<file path="src/rtl/mul_wb_seq_if.sv">
// Register-file bus between the multiply stage and the 8x32 dual-write file.
// Master drives read/write addresses and write data; slave returns QA/QB.
interface mul_wb_seq_if #(
  parameter int W  = 32,
  parameter int AW = 3
);
  logic [W-1:0]  QA;
  logic [W-1:0]  QB;
  logic [AW-1:0] Addr_A;
  logic [AW-1:0] Addr_B;
  logic          WE;
  logic [AW-1:0] Addr_W1;
  logic [AW-1:0] Addr_W2;
  logic [W-1:0]  Di1;
  logic [W-1:0]  Di2;

  modport master (
    input  QA, QB,
    output Addr_A, Addr_B,
    output WE, Addr_W1, Addr_W2, Di1, Di2
  );

  modport slave (
    output QA, QB,
    input  Addr_A, Addr_B,
    input  WE, Addr_W1, Addr_W2, Di1, Di2
  );
endinterface

</file>
<file path="src/rtl/mul_wb_seq.sv">
// Sequential 32x32 shift-add multiplier that reads and writes back
// its operands/product through the dual-write register file.
module mul_wb_seq #(
  parameter int W  = 32,
  parameter int AW = 3
) (
  input  logic          clk,
  input  logic          cr,
  input  logic          start,
  input  logic          signed_op,
  input  logic [AW-1:0] src_a,
  input  logic [AW-1:0] src_b,
  input  logic [AW-1:0] dst_lo,
  input  logic [AW-1:0] dst_hi,
  mul_wb_seq_if.master  rf,
  output logic          busy,
  output logic          done,
  output logic          dst_err
);

  localparam int CW = $clog2(W);

  typedef enum logic [1:0] {
    IDLE,
    RD,
    MUL,
    WB
  } state_t;

  state_t state_q, state_d;

  logic [AW-1:0]  addr_a_q, addr_a_d;
  logic [AW-1:0]  addr_b_q, addr_b_d;
  logic [AW-1:0]  dlo_q, dlo_d;
  logic [AW-1:0]  dhi_q, dhi_d;
  logic           sgn_q, sgn_d;
  logic           neg_q, neg_d;
  logic           err_q, err_d;
  logic [W-1:0]   mcand_q, mcand_d;
  logic [2*W-1:0] acc_q, acc_d;
  logic [CW-1:0]  cnt_q, cnt_d;
  logic           we_q, we_d;
  logic [AW-1:0]  aw1_q, aw1_d;
  logic [AW-1:0]  aw2_q, aw2_d;
  logic [W-1:0]   di1_q, di1_d;
  logic [W-1:0]   di2_q, di2_d;

  logic [W:0]     sum;
  logic [2*W-1:0] acc_sh;
  logic [2*W-1:0] prod;

  function automatic logic [W-1:0] mag(
    input logic [W-1:0] x
  );
    return x[W-1] ? (~x + W'(1)) : x;
  endfunction

  // State register; reset aborts any op in flight
  always_ff @(posedge clk) begin
    if (!cr) state_q <= IDLE;
    else     state_q <= state_d;
  end

  // Next-state sequencing IDLE -> RD -> MUL x32 -> WB
  always_comb begin
    state_d = state_q;
    unique case (state_q)
      IDLE: if (start) state_d = RD;
      RD:   state_d = MUL;
      MUL:  if (cnt_q == CW'(W-1)) state_d = WB;
      WB:   state_d = IDLE;
      default: state_d = IDLE;
    endcase
  end

  // One shift-add step: low half of acc holds the remaining multiplier
  always_comb begin
    sum    = {1'b0, acc_q[2*W-1:W]}
           + {1'b0, (acc_q[0] ? mcand_q : W'(0))};
    acc_sh = {sum, acc_q[W-1:1]};
    prod   = neg_q ? (~acc_sh + (2*W)'(1)) : acc_sh;
  end

  // Datapath next-state: capture, iterate, and stage the write-back
  always_comb begin
    addr_a_d = addr_a_q;
    addr_b_d = addr_b_q;
    dlo_d    = dlo_q;
    dhi_d    = dhi_q;
    sgn_d    = sgn_q;
    neg_d    = neg_q;
    err_d    = err_q;
    mcand_d  = mcand_q;
    acc_d    = acc_q;
    cnt_d    = cnt_q;
    we_d     = 1'b0;
    aw1_d    = aw1_q;
    aw2_d    = aw2_q;
    di1_d    = di1_q;
    di2_d    = di2_q;
    unique case (state_q)
      IDLE: begin
        if (start) begin
          addr_a_d = src_a;
          addr_b_d = src_b;
          dlo_d    = dst_lo;
          dhi_d    = dst_hi;
          sgn_d    = signed_op;
          err_d    = (dst_lo == dst_hi);
        end
      end
      RD: begin
        if (sgn_q) begin
          mcand_d = mag(rf.QA);
          acc_d   = {W'(0), mag(rf.QB)};
          neg_d   = rf.QA[W-1] ^ rf.QB[W-1];
        end else begin
          mcand_d = rf.QA;
          acc_d   = {W'(0), rf.QB};
          neg_d   = 1'b0;
        end
        cnt_d = '0;
      end
      MUL: begin
        acc_d = acc_sh;
        cnt_d = cnt_q + CW'(1);
        // Last step: register the final product so it is
        // presented during WB and held afterwards
        if (cnt_q == CW'(W-1)) begin
          we_d  = 1'b1;
          aw1_d = dlo_q;
          di1_d = prod[W-1:0];
          // Same destination twice: write the low word only
          aw2_d = err_q ? dlo_q : dhi_q;
          di2_d = err_q ? prod[W-1:0] : prod[2*W-1:W];
        end
      end
      WB: begin
        we_d = 1'b0;
      end
      default: begin
        we_d = 1'b0;
      end
    endcase
  end

  // Datapath registers; reset clears every visible output
  always_ff @(posedge clk) begin
    if (!cr) begin
      addr_a_q <= '0;
      addr_b_q <= '0;
      dlo_q    <= '0;
      dhi_q    <= '0;
      sgn_q    <= 1'b0;
      neg_q    <= 1'b0;
      err_q    <= 1'b0;
      mcand_q  <= '0;
      acc_q    <= '0;
      cnt_q    <= '0;
      we_q     <= 1'b0;
      aw1_q    <= '0;
      aw2_q    <= '0;
      di1_q    <= '0;
      di2_q    <= '0;
    end else begin
      addr_a_q <= addr_a_d;
      addr_b_q <= addr_b_d;
      dlo_q    <= dlo_d;
      dhi_q    <= dhi_d;
      sgn_q    <= sgn_d;
      neg_q    <= neg_d;
      err_q    <= err_d;
      mcand_q  <= mcand_d;
      acc_q    <= acc_d;
      cnt_q    <= cnt_d;
      we_q     <= we_d;
      aw1_q    <= aw1_d;
      aw2_q    <= aw2_d;
      di1_q    <= di1_d;
      di2_q    <= di2_d;
    end
  end

  assign rf.Addr_A  = addr_a_q;
  assign rf.Addr_B  = addr_b_q;
  assign rf.WE      = we_q;
  assign rf.Addr_W1 = aw1_q;
  assign rf.Addr_W2 = aw2_q;
  assign rf.Di1     = di1_q;
  assign rf.Di2     = di2_q;

  assign busy    = (state_q != IDLE);
  assign done    = we_q;
  assign dst_err = err_q;

endmodule
</file>
<file path="src/flat_wrapper.sv">
// flat-port wrapper written by rule: the top's interface ports become plain ports
module mul_wb_seq_flat 
#(
  parameter int W  = 32,
  parameter int AW = 3
)
  (clk, cr, start, signed_op, src_a, src_b, dst_lo, dst_hi, busy, done, dst_err, rf_QA, rf_QB, rf_Addr_A, rf_Addr_B, rf_WE, rf_Addr_W1, rf_Addr_W2, rf_Di1, rf_Di2);
  mul_wb_seq_if #(.W(W), .AW(AW)) rf_i ();
  input  logic clk;
  input  logic cr;
  input  logic start;
  input  logic signed_op;
  input  logic [AW-1:0] src_a;
  input  logic [AW-1:0] src_b;
  input  logic [AW-1:0] dst_lo;
  input  logic [AW-1:0] dst_hi;
  output logic busy;
  output logic done;
  output logic dst_err;
  input wire logic [$bits(rf_i.QA)-1:0] rf_QA;
  input wire logic [$bits(rf_i.QB)-1:0] rf_QB;
  output wire logic [$bits(rf_i.Addr_A)-1:0] rf_Addr_A;
  output wire logic [$bits(rf_i.Addr_B)-1:0] rf_Addr_B;
  output wire logic [$bits(rf_i.WE)-1:0] rf_WE;
  output wire logic [$bits(rf_i.Addr_W1)-1:0] rf_Addr_W1;
  output wire logic [$bits(rf_i.Addr_W2)-1:0] rf_Addr_W2;
  output wire logic [$bits(rf_i.Di1)-1:0] rf_Di1;
  output wire logic [$bits(rf_i.Di2)-1:0] rf_Di2;
  assign rf_i.QA = rf_QA;
  assign rf_i.QB = rf_QB;
  assign rf_Addr_A = rf_i.Addr_A;
  assign rf_Addr_B = rf_i.Addr_B;
  assign rf_WE = rf_i.WE;
  assign rf_Addr_W1 = rf_i.Addr_W1;
  assign rf_Addr_W2 = rf_i.Addr_W2;
  assign rf_Di1 = rf_i.Di1;
  assign rf_Di2 = rf_i.Di2;
  mul_wb_seq #(.W(W), .AW(AW)) u_core (.clk(clk), .cr(cr), .start(start), .signed_op(signed_op), .src_a(src_a), .src_b(src_b), .dst_lo(dst_lo), .dst_hi(dst_hi), .rf(rf_i), .busy(busy), .done(done), .dst_err(dst_err));
endmodule
</file>
<file path="config.mk">
export PLATFORM = sky130hd
export DESIGN_NAME = mul_wb_seq_flat
export DESIGN_NICKNAME = d
export VERILOG_FILES = /design/src/rtl/mul_wb_seq_if.sv /design/src/rtl/mul_wb_seq.sv /design/src/flat_wrapper.sv
export SDC_FILE = /design/constraint.sdc
export NUM_CORES = 1
export LEC_CHECK = 0
export ABC_AREA = 1
export CORE_MARGIN = 2
export CORE_UTILIZATION = 40
export CTS_CLUSTER_SIZE = 20
export DETAILED_ROUTE_END_ITERATION = 7
export GPL_ROUTABILITY_DRIVEN = 0
export SLEW_MARGIN = 20
export SYNTH_ARGS = -nofsm -noshare
export SYNTH_HDL_FRONTEND = slang
export SYNTH_SLANG_ARGS = --single-unit
export TNS_END_PERCENT = 30
</file>
<file path="constraint.sdc">
create_clock -name clk -period 3.4 [get_ports clk]
set_clock_uncertainty 0.05 [all_clocks]
set_input_delay 0.34 -clock clk [delete_from_list [all_inputs] [get_ports clk]]
set_output_delay 0.34 -clock clk [all_outputs]
set_load 0.02 [all_outputs]
</file>
==> impl_results.md, run 1 <==
* Status: completed
* Pwr/cell area at around 620 mW/mm²
* Vias in the first global route at 13,500
* Maximum vdd drop at approximately 450 µV
* Layout cells sized above 1 at 0.0889
* Reg2reg start: u_core.acc_q[0]$_SDFFE_PN0P_
* Top cells by count, synth: nand2_1 (626), inv_1 (283), nor2_1 (231), dfxtp_1 (189), o21ai_0 (142)
* Hold depth at 2
* Slew Viols, Final at 0
* FF-to-FF path depth at 21
* Most frequent cell after synthesis: nand2_1
* Setup Crit Path Kind: flop to flop
* Worst Path Max Fanout at 31
* Worst R2R End: u_core.rf.Di2[21]$_SDFFE_PN0P_
* Yosys reg bits at about 190
* Mean Syn Cell Area at about 6.0 µm²
* FFs w/ async S/R, synth at 0
* R2R Setup Slk at 160 ps
* Sum of negative setup slack at 0 ps
* M1 GR Usage at 0.373
* Clock Tree Root: clkbuf_16
* Cell area after synthesis at about 0.014 mm²
* Max Fclk at approximately 0.31 GHz
* First-pass GRT wire length at 72,900 µm
* Grt ovf at 0
* Worst Setup Start Kind: flop
* NumNets Final at about 2,500
* Fin. Hold Viols at 0
* Ys Warns at 0
* Synth-to-Final Area Change at 19.7%
* Min-delay worst type: flop to flop
* Vias per inst at around 5
* H-tree levels at 4
* Antenna-violating nets left at 0
* Maxcap violations at 0
* N_diodes at 0
* Clock Sinks at approximately 190
* CTS clk-pin slew, worst paths at roughly 70 ps
* CTS tree: done
* Starting Density at 0.406
* Crit end category: flop
* RSZ-0062 raised after global routing: yes
* PortBufs at around 160
* Routed WL at 45,300 µm
* Sequential area share after synthesis at 0.279
* Yosys top cell area share at 0.279
* Post-route insts no fill at roughly 2,800
* Overall routing resource usage at 0.258
* Die Wd at about 190 µm
* Drt initial violations at roughly 1,100
* Worst path required time at 3650 ps
* Rows at 67
* Cells after DPL at approximately 2,800
* Critical Path AT at 3480 ps
* Synth area leaders: dfxtp_1 (28%), nand2_1 (17%), inv_1 (7.8%)
* Top FF cell, synth: dfxtp_1
* CTS max path bufs at 2
* Worst skew pair latency at 460 ps
* # DRC at 0
* Met3 Usage GRT at 0.0337
* Via count at 14,500
* Postcts setup bufs at 0
* Largest net degree at the start of global routing at 84
* Core Region at 0.0334 mm²
* CTS resizes at 0
* Hold wc startpoint: u_core.rf.Di2[26]$_SDFFE_PN0P_
* Met2 Usage GRT at 0.405
* Num CTS Buffers at 17
* Initial antenna violation count at 1
* Pre-antenna DRT Iters at 5
* Cts hold-fix bufs at 0
* Die area at 0.0354 mm²
* Synth unique cells at 52
* Per-cell routed wire length at 16.1 µm
* EDFF count, synth at 0
* Post-Syn Nets at 2,367
* Slew @ Worst Pin at between 900 and 1000 ps
* Top Usage Layer GRT: met2
* WHS at around 420 ps
* Die height at around 190 µm
* Fin crit period at approximately 3200 ps
* Cells after Synth at roughly 2,200
* Hpwl dp at ~36,000 µm
* Leak at just under 8 nW
* Tcrit/Tclk final at 0.952
* Area leader, netlist: dfxtp_1
* Slew margin rel. at 0.368
* Top Ports at 160
* Final setup vio count at 0
* Hold endpoint: u_core.rf.Di2[26]$_SDFFE_PN0P_
-- cells by family (layout without fill, tap and decap cells) --
group	Yosys count	after routing	synth area share
simple gates	1150	1150	0.366
buf+inv	415	544	0.116
flops	189	189	0.279
xor+xnor	51	51	0.0329
fa+ha+maj	42	42	0.0393
compound gates	398	398	0.167
-- placed cells by master, fill, tap and decap left out, types with 21 or more instances in the layout --
cell type,count
nand2_2,34
inv_1,283
nand3_1,139
nor2_1,227
ha_1,36
a31oi_1,23
nand4_1,22
xor2_1,40
a21oi_1,135
clkdlybuf4s50_1,158
o22ai_1,22
o21ai_0,142
inv_2,42
nand2_1,624
nor2_2,26
dfxtp_1,187
buf_4,21
o211ai_1,23
-- cell type report --
type	instances	area [µm²]
flip-flops and latches	189	3790
multi-input cells	1641	8250
repair buffers	183	1800
fillers	3495	17200
inverters	330	1240
well taps	448	561
clock inverters	13	161
clock buffers	18	439
-- flip-flops by register name, indices dropped and copies added (netlist names), 2 cells and up --
register,cells
u_core.rf.Addr_W2,3
u_core.rf.Addr_A,3
u_core.rf.Addr_B,3
u_core.mcand_q,32
u_core.state_q,2
u_core.cnt_q,5
u_core.dhi_q,3
u_core.rf.Di2,32
u_core.rf.Di1,32
u_core.acc_q,64
u_core.dlo_q,3
u_core.rf.Addr_W1,3
-- critical path: stages, from the launching register on --
cell	delay, ps
dfxtp_2	350
buf_12	160
nand2_1	70
inv_1	50
ha_1	420
nand2_1	130
nor2_1	240
nand2_1	150
nor2_1	110
nand2_1	110
nand3_1	120
nand2_1	70
nand2_1	160
nand2_1	130
nor2_2	140
nand2_1	90
nor2_2	110
nor2_1	50
nand2_1	90
nand3_1	110
nand2_1	100
a21oi_1	60
-- how the worst max path moves through the flow --
stage                                      start  cells past startpoint                              to
floorplan           u_core.acc_q[0]$_SDFFE_PN0P_                     16  u_core.rf.Di2[22]$_SDFFE_PN0P_
global placement    u_core.acc_q[0]$_SDFFE_PN0P_                     21  u_core.rf.Di2[21]$_SDFFE_PN0P_
detailed placement  u_core.acc_q[0]$_SDFFE_PN0P_                     21  u_core.rf.Di2[21]$_SDFFE_PN0P_
CTS                 u_core.acc_q[0]$_SDFFE_PN0P_                     21  u_core.rf.Di2[21]$_SDFFE_PN0P_
global route        u_core.acc_q[0]$_SDFFE_PN0P_                     20  u_core.rf.Di2[30]$_SDFFE_PN0P_
finish              u_core.acc_q[0]$_SDFFE_PN0P_                     21  u_core.rf.Di2[21]$_SDFFE_PN0P_
-- power breakdown --
part | internal (mW) | switching (mW)
sequential | 2.61 | 0.324
clock | 1.12 | 0.967
combinational | 1.56 | 3.43
total | 5.29 | 4.73
-- per-stage QoR --
step / util / setup slack, ps / cell area [µm²] / power (mW)
global route: 0.486 / -3.76 / 16200 / 10.7
global placement: 0.467 / 254 / 15600 / 7.85
floorplan: - / 509 / 13600 / 6.30
CTS: 0.485 / 185 / 16200 / 9.98
finish: 0.486 / 162 / 16200 / 10.0
detailed placement: 0.467 / 216 / 15600 / 7.89
-- per-layer routing --
layer | up-vias | wire, µm
li1 | 7440 | -
met1 | 6670 | 22400
met2 | 371 | 19800
met3 | 41 | 2340
met4 | 0 | 829
met5 | - | 0
Power figures use the tool's default switching activity.
==> run 2: changes to the inputs <==
--- a/config.mk
+++ b/config.mk
@@ -6,6 +6,7 @@
 export NUM_CORES = 1
 export LEC_CHECK = 0
 export ABC_AREA = 1
+export CORE_ASPECT_RATIO = 0.9
 export CORE_MARGIN = 2
 export CORE_UTILIZATION = 40
 export CTS_CLUSTER_SIZE = 20
==> run 2 against run 1 <==
  * Non-clock buffer count increased by 4
  * Global-route usage increased by 0.65 points
  * Worst setup slack improved by 15 ps
  * Largest power group unchanged
  * Highest routed layer unchanged
  * Largest cell class unchanged
  * Critical path depth unchanged
==> impl_results.md, run 2 (same netlist as run 1, synthesis figures left out) <==
* Slew Viols, Final at 0
* CTS clk-pin slew, worst paths at 70 ps
* Rows at 63
* Fill cell count at 3,504
* Per-cell routed wire length at approximately 17 µm
* Clock Tree Root: clkbuf_16
* Worst R2R End: u_core.rf.Di2[21]$_SDFFE_PN0P_
* Worst skew pair latency at 450 ps
* Pwr/cell area at approximately 620 mW/mm²
* Fin util at 0.491
* Initial antenna violation count at 0
* CP most frequent cell: nand2_1
* Core Region at around 0.033 mm²
* Maximum vdd drop at 397 µV
* Clock Sinks at 189
* WP buf/inv at 3
* Via count at around 15,000
* Slowest CP cell: ha_1
* Setup Crit Path Kind: flop to flop
* Pre-antenna DRT Iters at 6
* Critical Path AT at ~3500 ps
* Die Wd at 198 µm
* N_diodes at 0
* WP depth at 21
* Peak per-stage delay on the critical path at around 400 ps
* Grt ovf at 0
* Most common cell after layout, fill and taps aside: nand2_1
* Total placed instance area at 0.0156 mm²
* Largest Register: u_core.acc_q
* FF-to-FF path depth at 21
* Starting Density at 0.409
* R2R Setup Slk at about 180 ps
* Post-route design area at 0.0163 mm²
* PortBufs at 159
* Hold wc startpoint: u_core.rf.Di2[21]$_SDFFE_PN0P_
* Maxcap violations at 0
* Overall routing resource usage at 0.265
* Cts hold-fix bufs at 0
* Min-delay worst type: flop to flop
* Crit end category: flop
* Die area at around 0.035 mm²
* Largest net degree at the start of global routing at between 80 and 90
* Vias per inst at roughly 5.2
* CTS max path bufs at 2
* WHS at between 400 and 500 ps
* Status: completed
* Routed WL at roughly 47,000 µm
* Vias in the first global route at between 10,000 and 15,000
* Die height at between 150 and 200 µm
* Reg2reg start: u_core.acc_q[0]$_SDFFE_PN0P_
* Hpwl dp at 36,900 µm
* Final setup vio count at 0
* Max Fclk at around 0.31 GHz
* Most frequent cells in the layout: nand2_1 (619), inv_1 (283), nor2_1 (229), dfxtp_1 (187), clkdlybuf4s50_1 (158)
* Fin crit period at between 3000 and 4000 ps
* CTS tree: done
* Num CTS Buffers at 17
* Leak at about 7.9 nW
* Top Ports at 160
* Antenna-violating nets left at 0
* NumNets Final at roughly 2,500
* Max reg flops at between 60 and 70
* Worst Setup Start Kind: flop
* Slew @ Worst Pin at 941 ps
* Worst Path Max Fanout at 16
* Layout cells sized above 1 at 0.0925
* # DRC at 0
* Fin. Hold Viols at 0
* Worst path required time at 3680 ps
* Sum of negative setup slack at 0 ps
* Drt initial violations at around 1,400
* Tcrit/Tclk final at 0.948
* Cell family contributing the most delay on the critical path: simple AND/OR/NAND/NOR gates
* Hold depth at 2
* CP Launch Point: u_core.acc_q[0]$_SDFFE_PN0P_
* Synth-to-Final Area Change at 20.1%
* H-tree levels at 4
* Crit-path cells: buf_12, nand2_1, inv_1, ha_1, nand2_1, nor2_1, inv_2, nor2_2, nand3_1, nand3_1, nand2_1, nand2_2, nand2_1, nor2_2, nand2_1, nor2_2, nor2_1, nand2_1, nand3_1, nand2_1, a21oi_1
* Slew margin rel. at 0.372
* Critical path capture point: u_core.rf.Di2[21]$_SDFFE_PN0P_
* First-pass GRT wire length at around 73,000 µm
run 2: changes by cell type in the layout (fill, tap and decap cells not counted), sizes merged:
cell / change
buf: +3
bufinv: -1
clkbuf: +2
clkinv: -3
clkinvlp: -1
inv: +4
run 2: worst min-delay path by stage:
stage	slack [ps]	endpoint
floorplan	400	u_core.mcand_q[31]$_SDFFE_PN0N_
detailed placement	410	u_core.rf.Di2[21]$_SDFFE_PN0P_
global route	430	u_core.rf.Di2[21]$_SDFFE_PN0P_
global placement	410	u_core.rf.Di2[21]$_SDFFE_PN0P_
CTS	420	u_core.rf.Di2[21]$_SDFFE_PN0P_
finish	420	u_core.rf.Di2[21]$_SDFFE_PN0P_
run 2: worst min-delay path, stage by stage (launching register included):
cell	delay, ps
dfxtp_1	310
nand2_1	60
a21oi_1	50
run 2: final cells by class:
cell class                 count  area, µm²  share of cell area
clock inverter                12        128             0.00783
timing repair buffer         187       1850               0.114
clock buffer                  19        453              0.0278
inverter                     330       1240              0.0760
multi-input combinational   1641       8280               0.508
tap                          455        569              0.0349
sequential                   189       3790               0.232
run 2: through the flow:
| step | setup slack [ps] | instances | power (mW) |
|---|---|---|---|
| after floorplan | 509 | 2245 | 6.30 |
| after global placement | 27.7 | 2801 | 7.85 |
| after detailed placement | -10.4 | 2801 | 7.89 |
| after CTS | 17.3 | 2832 | 9.95 |
| after global routing | -12.8 | 2833 | 10.8 |
| final | 177 | 2833 | 10.0 |
run 2: routing by layer:
metal | up-vias | GRT usage | routed length, µm
met4 | 0 | 0.0840 | 1140
met5 | - | 0 | 0
met3 | 60 | 0.0252 | 2980
met1 | 6758 | 0.396 | 23200
met2 | 549 | 0.398 | 19800
li1 | 7435 | - | -
run 2: power breakdown:
group / switching (mW) / total (mW) / internal, mW
logic: 3.44 / 5.02 / 1.58
registers: 0.356 / 2.96 / 2.61
clock network: 0.989 / 2.06 / 1.07
total: 4.78 / 10.0 / 5.26
run 2: what timing repair did:
| action | CTS | global route |
|---|---|---|
| setup endpoints to repair | 1 | 14 |
| setup buffers | 0 | 0 |
| resized for setup | 1 | 18 |
| pin swaps | 0 | 1 |
| cloned | 0 | 1 |
